File: config.mk
export PLATFORM = sky130hd
export DESIGN_NAME = reflet_dma
export DESIGN_NICKNAME = d
export VERILOG_FILES = /design/src/rtl/reflet_dma.sv
export SDC_FILE = /design/constraint.sdc
export NUM_CORES = 1
export LEC_CHECK = 0
export BUFFER_PORTS_ARGS = -buffer_cell sky130_fd_sc_hd__buf_2
export CAP_MARGIN = 10
export CORE_ASPECT_RATIO = 0.75
export CORE_MARGIN = 5
export CORE_UTILIZATION = 25
export CTS_BUF_LIST = sky130_fd_sc_hd__clkbuf_4
export CTS_CLUSTER_DIAMETER = 120
export DETAILED_ROUTE_END_ITERATION = 12
export PLACE_DENSITY_LB_ADDON = 0.3
export SETUP_SLACK_MARGIN = 0.3
export SLEW_MARGIN = 20
export SYNTH_ARGS = -nofsm -noshare
export SYNTH_HDL_FRONTEND = slang
export SYNTH_SLANG_ARGS = --single-unit
File: constraint.sdc
create_clock -name clk -period 3.62 [get_ports clk]
set_input_delay 0.362 -clock clk [delete_from_list [all_inputs] [get_ports clk]]
set_output_delay 0.362 -clock clk [all_outputs]
set_load 0.005 [all_outputs]
File: src/rtl/reflet_dma.sv
// Single-channel word-copy DMA: stalls the CPU, copies CNT words SRC->DST with a
// read/latch/write sequence, then returns the bus and pulses irq.
module reflet_dma #(
  parameter int unsigned                  wordsize       = 16,
  parameter int unsigned                  base_addr_size = 15,
  parameter logic [base_addr_size-1:0]    base_addr      = 15'h7F40
) (
  input  logic                      clk,
  input  logic                      reset,
  input  logic                      enable,
  input  logic [base_addr_size-1:0] addr,
  input  logic [wordsize-1:0]       data_in,
  input  logic                      write_en,
  output logic [wordsize-1:0]       data_out,
  input  logic                      cpu_enable_in,
  output logic                      cpu_enable,
  output logic                      bus_owned,
  output logic [wordsize-1:0]       m_addr,
  output logic [wordsize-1:0]       m_data_out,
  output logic                      m_write_en,
  input  logic [wordsize-1:0]       m_data_in,
  output logic                      irq
);

  localparam int unsigned stride = wordsize / 8;
  localparam logic [base_addr_size-1:0] stride_a = base_addr_size'(stride);
  localparam logic [base_addr_size-1:0] span_a   = base_addr_size'(4 * stride);
  localparam logic [wordsize-1:0]       stride_w = wordsize'(stride);

  typedef enum logic [2:0] {
    IDLE, GRANT, READ, LATCH, WRITE, RELEASE
  } state_t;

  state_t state, state_next;

  logic [wordsize-1:0]       src, dst, cnt, buffer, rdata_q, rd_value;
  logic                      src_inc, dst_inc, done, zero_irq_q;
  logic [base_addr_size-1:0] rel;
  logic [1:0]                reg_idx;
  logic                      sel, reg_we, ctrl_start, start_go, zero_start;

  assign rel        = addr - base_addr;
  assign sel        = enable && (addr >= base_addr) && (rel < span_a);
  assign reg_idx    = 2'(rel / stride_a);
  assign reg_we     = sel && write_en && (state == IDLE);
  assign ctrl_start = reg_we && (reg_idx == 2'd3) && data_in[0];
  assign start_go   = ctrl_start && (cnt != '0);
  assign zero_start = ctrl_start && (cnt == '0);

  always_comb begin
    rd_value = '0;
    case (reg_idx)
      2'd0:    rd_value = src;
      2'd1:    rd_value = dst;
      2'd2:    rd_value = cnt;
      default: rd_value = wordsize'({done, 2'b00, state != IDLE});
    endcase
  end

  always_ff @(posedge clk or posedge reset) begin
    if (reset) state <= IDLE;
    else       state <= state_next;
  end

  always_comb begin
    state_next = state;
    case (state)
      IDLE:    if (start_go) state_next = GRANT;
      GRANT:   state_next = READ;
      READ:    state_next = LATCH;
      LATCH:   state_next = WRITE;
      WRITE:   state_next = (cnt == wordsize'(1)) ? RELEASE : READ;
      RELEASE: state_next = IDLE;
      default: state_next = IDLE;
    endcase
  end

  // RELEASE keeps the CPU stalled one extra cycle so synchronous memories can
  // refetch the CPU's address after the bus mux switches back.
  always_comb begin
    bus_owned  = 1'b0;
    m_addr     = '0;
    m_data_out = '0;
    m_write_en = 1'b0;
    case (state)
      GRANT, LATCH: bus_owned = 1'b1;
      READ: begin
        bus_owned = 1'b1;
        m_addr    = src;
      end
      WRITE: begin
        bus_owned  = 1'b1;
        m_addr     = dst;
        m_data_out = buffer;
        m_write_en = 1'b1;
      end
      default: ;
    endcase
    irq        = (state == RELEASE) || zero_irq_q;
    cpu_enable = cpu_enable_in && (state == IDLE);
    data_out   = bus_owned ? '0 : rdata_q;
  end

  always_ff @(posedge clk or posedge reset) begin
    if (reset) begin
      src        <= '0;
      dst        <= '0;
      cnt        <= '0;
      buffer     <= '0;
      rdata_q    <= '0;
      src_inc    <= 1'b0;
      dst_inc    <= 1'b0;
      done       <= 1'b0;
      zero_irq_q <= 1'b0;
    end else begin
      zero_irq_q <= zero_start;
      rdata_q    <= sel ? rd_value : '0;
      if (reg_we) begin
        case (reg_idx)
          2'd0: src <= data_in;
          2'd1: dst <= data_in;
          2'd2: cnt <= data_in;
          default: begin
            src_inc <= data_in[1];
            dst_inc <= data_in[2];
            done    <= zero_start;
          end
        endcase
      end
      if (state == LATCH) buffer <= m_data_in;
      if (state == WRITE) begin
        cnt <= cnt - wordsize'(1);
        if (src_inc) src <= src + stride_w;
        if (dst_inc) dst <= dst + stride_w;
      end
      if (state == RELEASE) done <= 1'b1;
    end
  end

endmodule

==> metrics.csv, run 1 <==
stage;metric;value;unit
yosys;syn-num-nets;617;
yosys;synth_edf_count;0;
clocking;cts_tree;yes;
grt;grt_pass1_vias;4251;
clocking;cts_htree_levels;3;
placement;portBuffers;102;
grt;met2_usage;0.1984;
grt;use_met3;0.03603;
setup_path;path_delay_family;buffers and inverters;
yosys;syn_avg_cell_area;9.091;sq um
cells_and_area;final_cell_mix;102 x buf_2, 87 x dfrtp_1, 68 x nor2_1;
route;drt_iter0_markers;325;
timing;rsz0062_at_grt;false;
status;outcome;complete, no violations;
die;die-area;23350;sq um
timing;hold_viol;0;
power_and_ir_drop;p_int;0.001164;W
grt;antenna_found_initial;2;
die;core;20160;sq um
grt;gr-total-overflow;0;
die;dieWidth;174.8;um
setup_path;worstSetupPathType;flip-flop to primary output;
job;maxCapViolations;0;
route;vias_per_cell;5.025;
power_and_ir_drop;p_per_area;269.4;nW/um^2
die;die_h;133.6;um
yosys;yosysWarnings;0;
power_and_ir_drop;peakVddDrop;142.1;uV
timing;fin_ws;840.3;ps
placement;dp_hpwl;12.70;mm
die;start_util;0.2526;
power_and_ir_drop;combPwrFrac;0.071;
clocking;clockBufferDepth;2;
setup_path;required;3260;ps
yosys;ys_ff_latch;87;
cells_and_area;syn2layout_area_growth;17.82;%
grt;grt_pass1_wl;25.30;mm
timing;drv_slew;0;
hold_path;worstHoldPathType;primary input to flip-flop;
timing;setup_viol;0;
cells_and_area;nets;711;
timing;period_share;0.7679;
power_and_ir_drop;p_switching;0.0004513;W
setup_path;cp_cell_sequence;nor2_1 -> nand2_1 -> inv_1 -> buf_4 -> a22o_1 -> buf_2;
timing;slew_headroom;0.4049;
placement;place_inst;900;
clocking;cts_setup_buffers;0;
grt;grt_max_degree;36;
timing;period_minus_slack;2780;ps
placement;gp_congestion;0.8757;
clocking;clk_latency;490;ps
setup_path;worstPathArrival;2420;ps
grt;top_usage_layer;met1;
die;rows;45;
timing;finalSetupTns;0;ps
clocking;clk_pin_slew;160;ps
yosys;async_reset_ff_frac;1.000;
setup_path;worst_path_max_delay_cell;inv_1;
power_and_ir_drop;leakagePower;2.609;nW
yosys;synth_cell_types;58;
route;drcViolationCount;0;
clocking;cts_inserted_buffers;9;
setup_path;crit_buf_inv;3;
route;vias;4613;
setup_path;critPathMaxFanout;21;
route;final_antenna_net_count;0;
clocking;cts_root_buf;clkbuf_4;
die;pin_count;104;
cells_and_area;finalNonFillerCells;918;
timing;fin_skew;18.87;ps
setup_path;critPathCaptureType;primary output;
timing;tightestPinTransition;890.1;ps
route;routed_wirelength;16.24;mm
cells_and_area;final_cell_area;5998;sq um
grt;track_usage;0.1391;
yosys;syn-instance-count;560;
setup_path;max_stage_delay;520;ps
route;wire_per_inst;17.69;um
grt;use_met1;0.2077;
placement;dp_worst_setup_slack;947.7;ps
yosys;ys.flop_type;dfrtp_1;
route;drt_pass1_iterations;5;
cells_and_area;drive_above_1_share;0.2534;
power_and_ir_drop;power_frac_seq;0.609;
setup_path;start_kind;flip-flop;
yosys;yosysSeqAreaShare;0.4276;
yosys;synthesis.area;5091;sq um
power_and_ir_drop;switching_share;0.2793;
placement;place_area;5872;sq um
clocking;clock-sinks;87;
cells_and_area;final_common_cell;buf_2;
power_and_ir_drop;clockPowerShare;0.320;
timing;fmax;359.8;MHz
[path summary, 6_finish.rpt]
path                                     from    endpoint  slack, ps  cells after the start
worst max-delay path                 state[1]   m_addr[5]        840                      6
worst min-delay path            m_data_in[13]  buffer[13]         90                      2
worst max register to register       state[1]      src[6]       1070                      7
worst min register to register      buffer[3]   buffer[3]        510                      1
max in group asynchronous               reset     cnt[11]       2470                      4
min in group asynchronous               reset   buffer[7]        350                      3
[through the flow]
step                hold slack, ps    util  total power, W
finish                       91.18  0.2976        0.001616
detailed placement           344.7  0.2913        0.001118
floorplan                    464.3       -        0.001057
CTS                          63.26  0.2975        0.001645
global route                 55.71  0.2976        0.001693
global placement             346.6  0.2913        0.001118
[Yosys cell counts (6+ instances only)]
cell / number / share of area
nor3_1: 13 / 0.013
o211ai_1: 9 / 0.013
and2_1: 18 / 0.022
nand3_1: 34 / 0.033
nor2_1: 68 / 0.050
a211oi_1: 9 / 0.013
and4_1: 6 / 0.010
o21ai_0: 24 / 0.024
a22o_1: 14 / 0.024
nor2b_1: 18 / 0.022
inv_1: 15 / 0.011
mux2i_1: 19 / 0.037
nand4_1: 10 / 0.012
buf_2: 11 / 0.011
clkbuf_1: 16 / 0.012
dfrtp_1: 87 / 0.43
mux2_2: 19 / 0.042
o32ai_1: 8 / 0.014
a21oi_1: 41 / 0.040
nand2_1: 46 / 0.034
o22ai_1: 6 / 0.0074
[area by class of cell]
type / count / area, sq um
tap: 258 / 322.8
sequential: 87 / 2177
timing repair buffer: 115 / 610.6
multi-input combinational: 426 / 2714
inverter: 15 / 57.56
antenna: 1 / 2.502
clock buffer: 9 / 67.56
clock inverter: 7 / 46.29
fill: 2177 / 14160
[registers in the layout (all words and copies together), names as in the netlist]
register    flops
done            1
src_inc         1
src            16
cnt            16
dst_inc         1
dst            16
state           3
rdata_q        16
zero_irq_q      1
buffer         16
[routing by layer]
| metal | part of all wire | up-vias |
|---|---|---|
| met1 | 0.49 | 2208 |
| met2 | 0.42 | 151 |
| met5 | 0.00043 | - |
| met4 | 0.017 | 2 |
| li1 | - | 2236 |
| met3 | 0.072 | 16 |
[cell families (layout without fill, tap and decap cells)]
logic type,Yosys count,after routing,synth area share
simple gates,249,249,0.2615
fa+ha+maj,5,5,0.01229
buf+inv,47,146,0.04030
xor+xnor,4,4,0.006883
mux,39,39,0.08380
compound gates,129,129,0.1676
other cells,0,1,0
flops,87,87,0.4276
[power by group through the flow]
stage | registers (W) | logic (W) | clock network (W)
after global placement | 0.00100 | 0.000116 | 0
after floorplan | 0.00100 | 0.0000553 | 0
after global routing | 0.000986 | 0.000129 | 0.000578
final | 0.000984 | 0.000115 | 0.000516
after detailed placement | 0.00100 | 0.000115 | 0
after CTS | 0.000985 | 0.000116 | 0.000544
[timing repair]
item,4_1_cts,5_1_grt
hold buffers,1,0
resized for setup,0,0
endpoints found under the hold margin,17,0
Power figures use the tool's default switching activity.
==> run 2, diff against run 1 <==
Clock period 3.62 ns to 2.6 ns, I/O delays scaled along.
==> metrics.csv, run 2 (synthesized netlist as in run 1, its figures left out) <==
stage;metric;value;unit;change
route;vias_per_cell;4.980;;-0.90%
route;drcViolationCount;0;;unchanged
hold_path;min_from;data_in[14];;
clocking;clock-sinks;87;;unchanged
timing;holdWs;80.16;ps;-11.02 ps
route;routed_wirelength;16.59;mm;+2.1%
grt;track_usage;0.1447;;+0.005617
power_and_ir_drop;peakVddDrop;156.9;uV;+10%
die;start_util;0.2526;;unchanged
clocking;clk_pin_slew;140;ps;-20 ps
timing;period_minus_slack;2145;ps;
placement;dp_hpwl;12.80;mm;+0.81%
route;drt_iter0_markers;392;;+21%
clocking;clockBufferDepth;2;;unchanged
setup_path;start_kind;flip-flop;;
die;pin_count;104;;unchanged
cells_and_area;finalNonFillerCells;950;;+3.5%
cells_and_area;nets;743;;+4.5%
power_and_ir_drop;leakagePower;2.763;nW;+5.9%
cells_and_area;drive_above_1_share;0.2750;;+0.02155
cells_and_area;final_cell_mix;102 x buf_2, 84 x dfrtp_1, 68 x nor2_1;;
setup_path;critPathLaunch;state[0];;
clocking;cts_htree_levels;3;;unchanged
clocking;cts_tree;yes;;
timing;fin_skew;20.29;ps;+1.422 ps
setup_path;critPathMaxFanout;31;;+48%
cells_and_area;syn2layout_area_growth;24.94;%;
die;rows;45;;unchanged
route;vias;4731;;+2.6%
clocking;cts_inserted_buffers;9;;unchanged
timing;period_share;0.8251;;
placement;portBuffers;102;;unchanged
timing;slew_headroom;0.4027;;-0.002194
die;core;20160;sq um;unchanged
cells_and_area;final_cell_area;6361;sq um;+6.0%
timing;drv_slew;0;;unchanged
setup_path;required;2340;ps;-920 ps
clocking;cts_root_buf;clkbuf_4;;
job;maxCapViolations;0;;unchanged
grt;grt_pass1_wl;26.45;mm;+4.6%
hold_path;worstHoldPathType;primary input to flip-flop;;
timing;fmax;466.2;MHz;
die;die_h;133.6;um;unchanged
route;final_antenna_net_count;0;;unchanged
grt;gr-total-overflow;0;;unchanged
grt;grt_pass1_vias;4432;;+4.3%
timing;tightestPinTransition;893.4;ps;+3.282 ps
setup_path;worstPathArrival;1890;ps;-530 ps
placement;place_area;5959;sq um;+1.5%
placement;gp_congestion;0.8568;;-2.2%
status;outcome;complete, no violations;;
grt;antenna_found_initial;1;;-1
timing;finalSetupTns;0;ps;unchanged
power_and_ir_drop;design_power_total;0.002376;W;+47%
timing;setup_viol;0;;unchanged
route;wire_per_inst;17.47;um;-1.3%
die;die-area;23350;sq um;unchanged
setup_path;critPathCaptureType;primary output;;
die;dieWidth;174.8;um;unchanged
grt;grt_max_degree;38;;+5.6%
setup_path;r2r-start;cnt[4];;
timing;rsz0062_at_grt;true;;
route;drt_pass1_iterations;5;;unchanged
setup_path;worstSetupPathType;flip-flop to primary output;;
placement;place_inst;908;;+0.89%
clocking;clk_latency;490;ps;about the same
cells_and_area;final_common_cell;buf_2;;
power_and_ir_drop;p_per_area;373.5;nW/um^2;+39%
timing;hold_viol;0;;unchanged
==> run 2: changes by cell type in the layout (fill, tap and decap cells not counted), moves of 2 or more <==
cell / delta
dlygate4sd3_1: +16
buf_4: +13
dfrtp_1: -3
dfrtp_2: +3
buf_12: +2
clkinv_2: -2
clkinvlp_4: +2
o21ai_0: -2
o21ai_1: +2
==> run 2: power breakdown <==
group / total (W) / internal (W) / leakage [nW] / switching (W)
logic: 0.000185 / 0.0000791 / 1.62 / 0.000106
clock network: 0.000820 / 0.000293 / 0.0700 / 0.000528
registers: 0.00137 / 0.00137 / 1.07 / 0.00000451
==> run 2: metrics by stage <==
step,setup WS [ps],util
after floorplan,451.5,-
after global placement,215.8,0.2957
after detailed placement,200.5,0.2957
after CTS,282.5,0.3120
after global routing,271.3,0.3156
final,454.8,0.3156
==> run 2: area by class of cell <==
| type | count | area [sq um] |
|---|---|---|
| diodes | 1 | 2.502 |
| well taps | 258 | 322.8 |
| fillers | 2183 | 13800 |
| clock inverters | 7 | 71.32 |
| clock buffers | 9 | 67.56 |
| multi-input cells | 426 | 2733 |
| inverters | 15 | 63.81 |
| flip-flops and latches | 87 | 2181 |
| repair buffers | 147 | 919.6 |
==> run 2: timing repair <==
item / 4_1_cts / 5_1_grt
gates resized for setup: 4 / 7
hold endpoints to repair: 46 / 0
buffers inserted: 1 / 7
pin swaps: 0 / 1
hold buffers: 17 / 0
setup endpoints to repair: 45 / 54
==> run 2: critical path: stages, from the launching register on <==
cell and delay (ps):
dfrtp_2 480, nor2_1 70, nand2_1 130, clkinvlp_4 130, buf_12 180, a22o_1 270, buf_2 140
==> run 2: worst paths after layout <==
check	end	slack, ps	cells past startpoint
worst max-delay path	m_addr[6]	450	6
worst min-delay path	cnt[14]	80	3
worst max register to register	state[0]	460	5
worst min register to register	buffer[6]	510	1
max in group asynchronous	state[0]	1470	4
min in group asynchronous	src[11]	420	3
==> run 2: routing by layer <==
metal,vias to the layer above,GRT usage,routed length [um]
met2,152,0.2103,7254
met1,2251,0.2168,8063
li1,2307,-,-
met4,0,0.03707,234
met3,21,0.03149,1040
met5,-,0,0
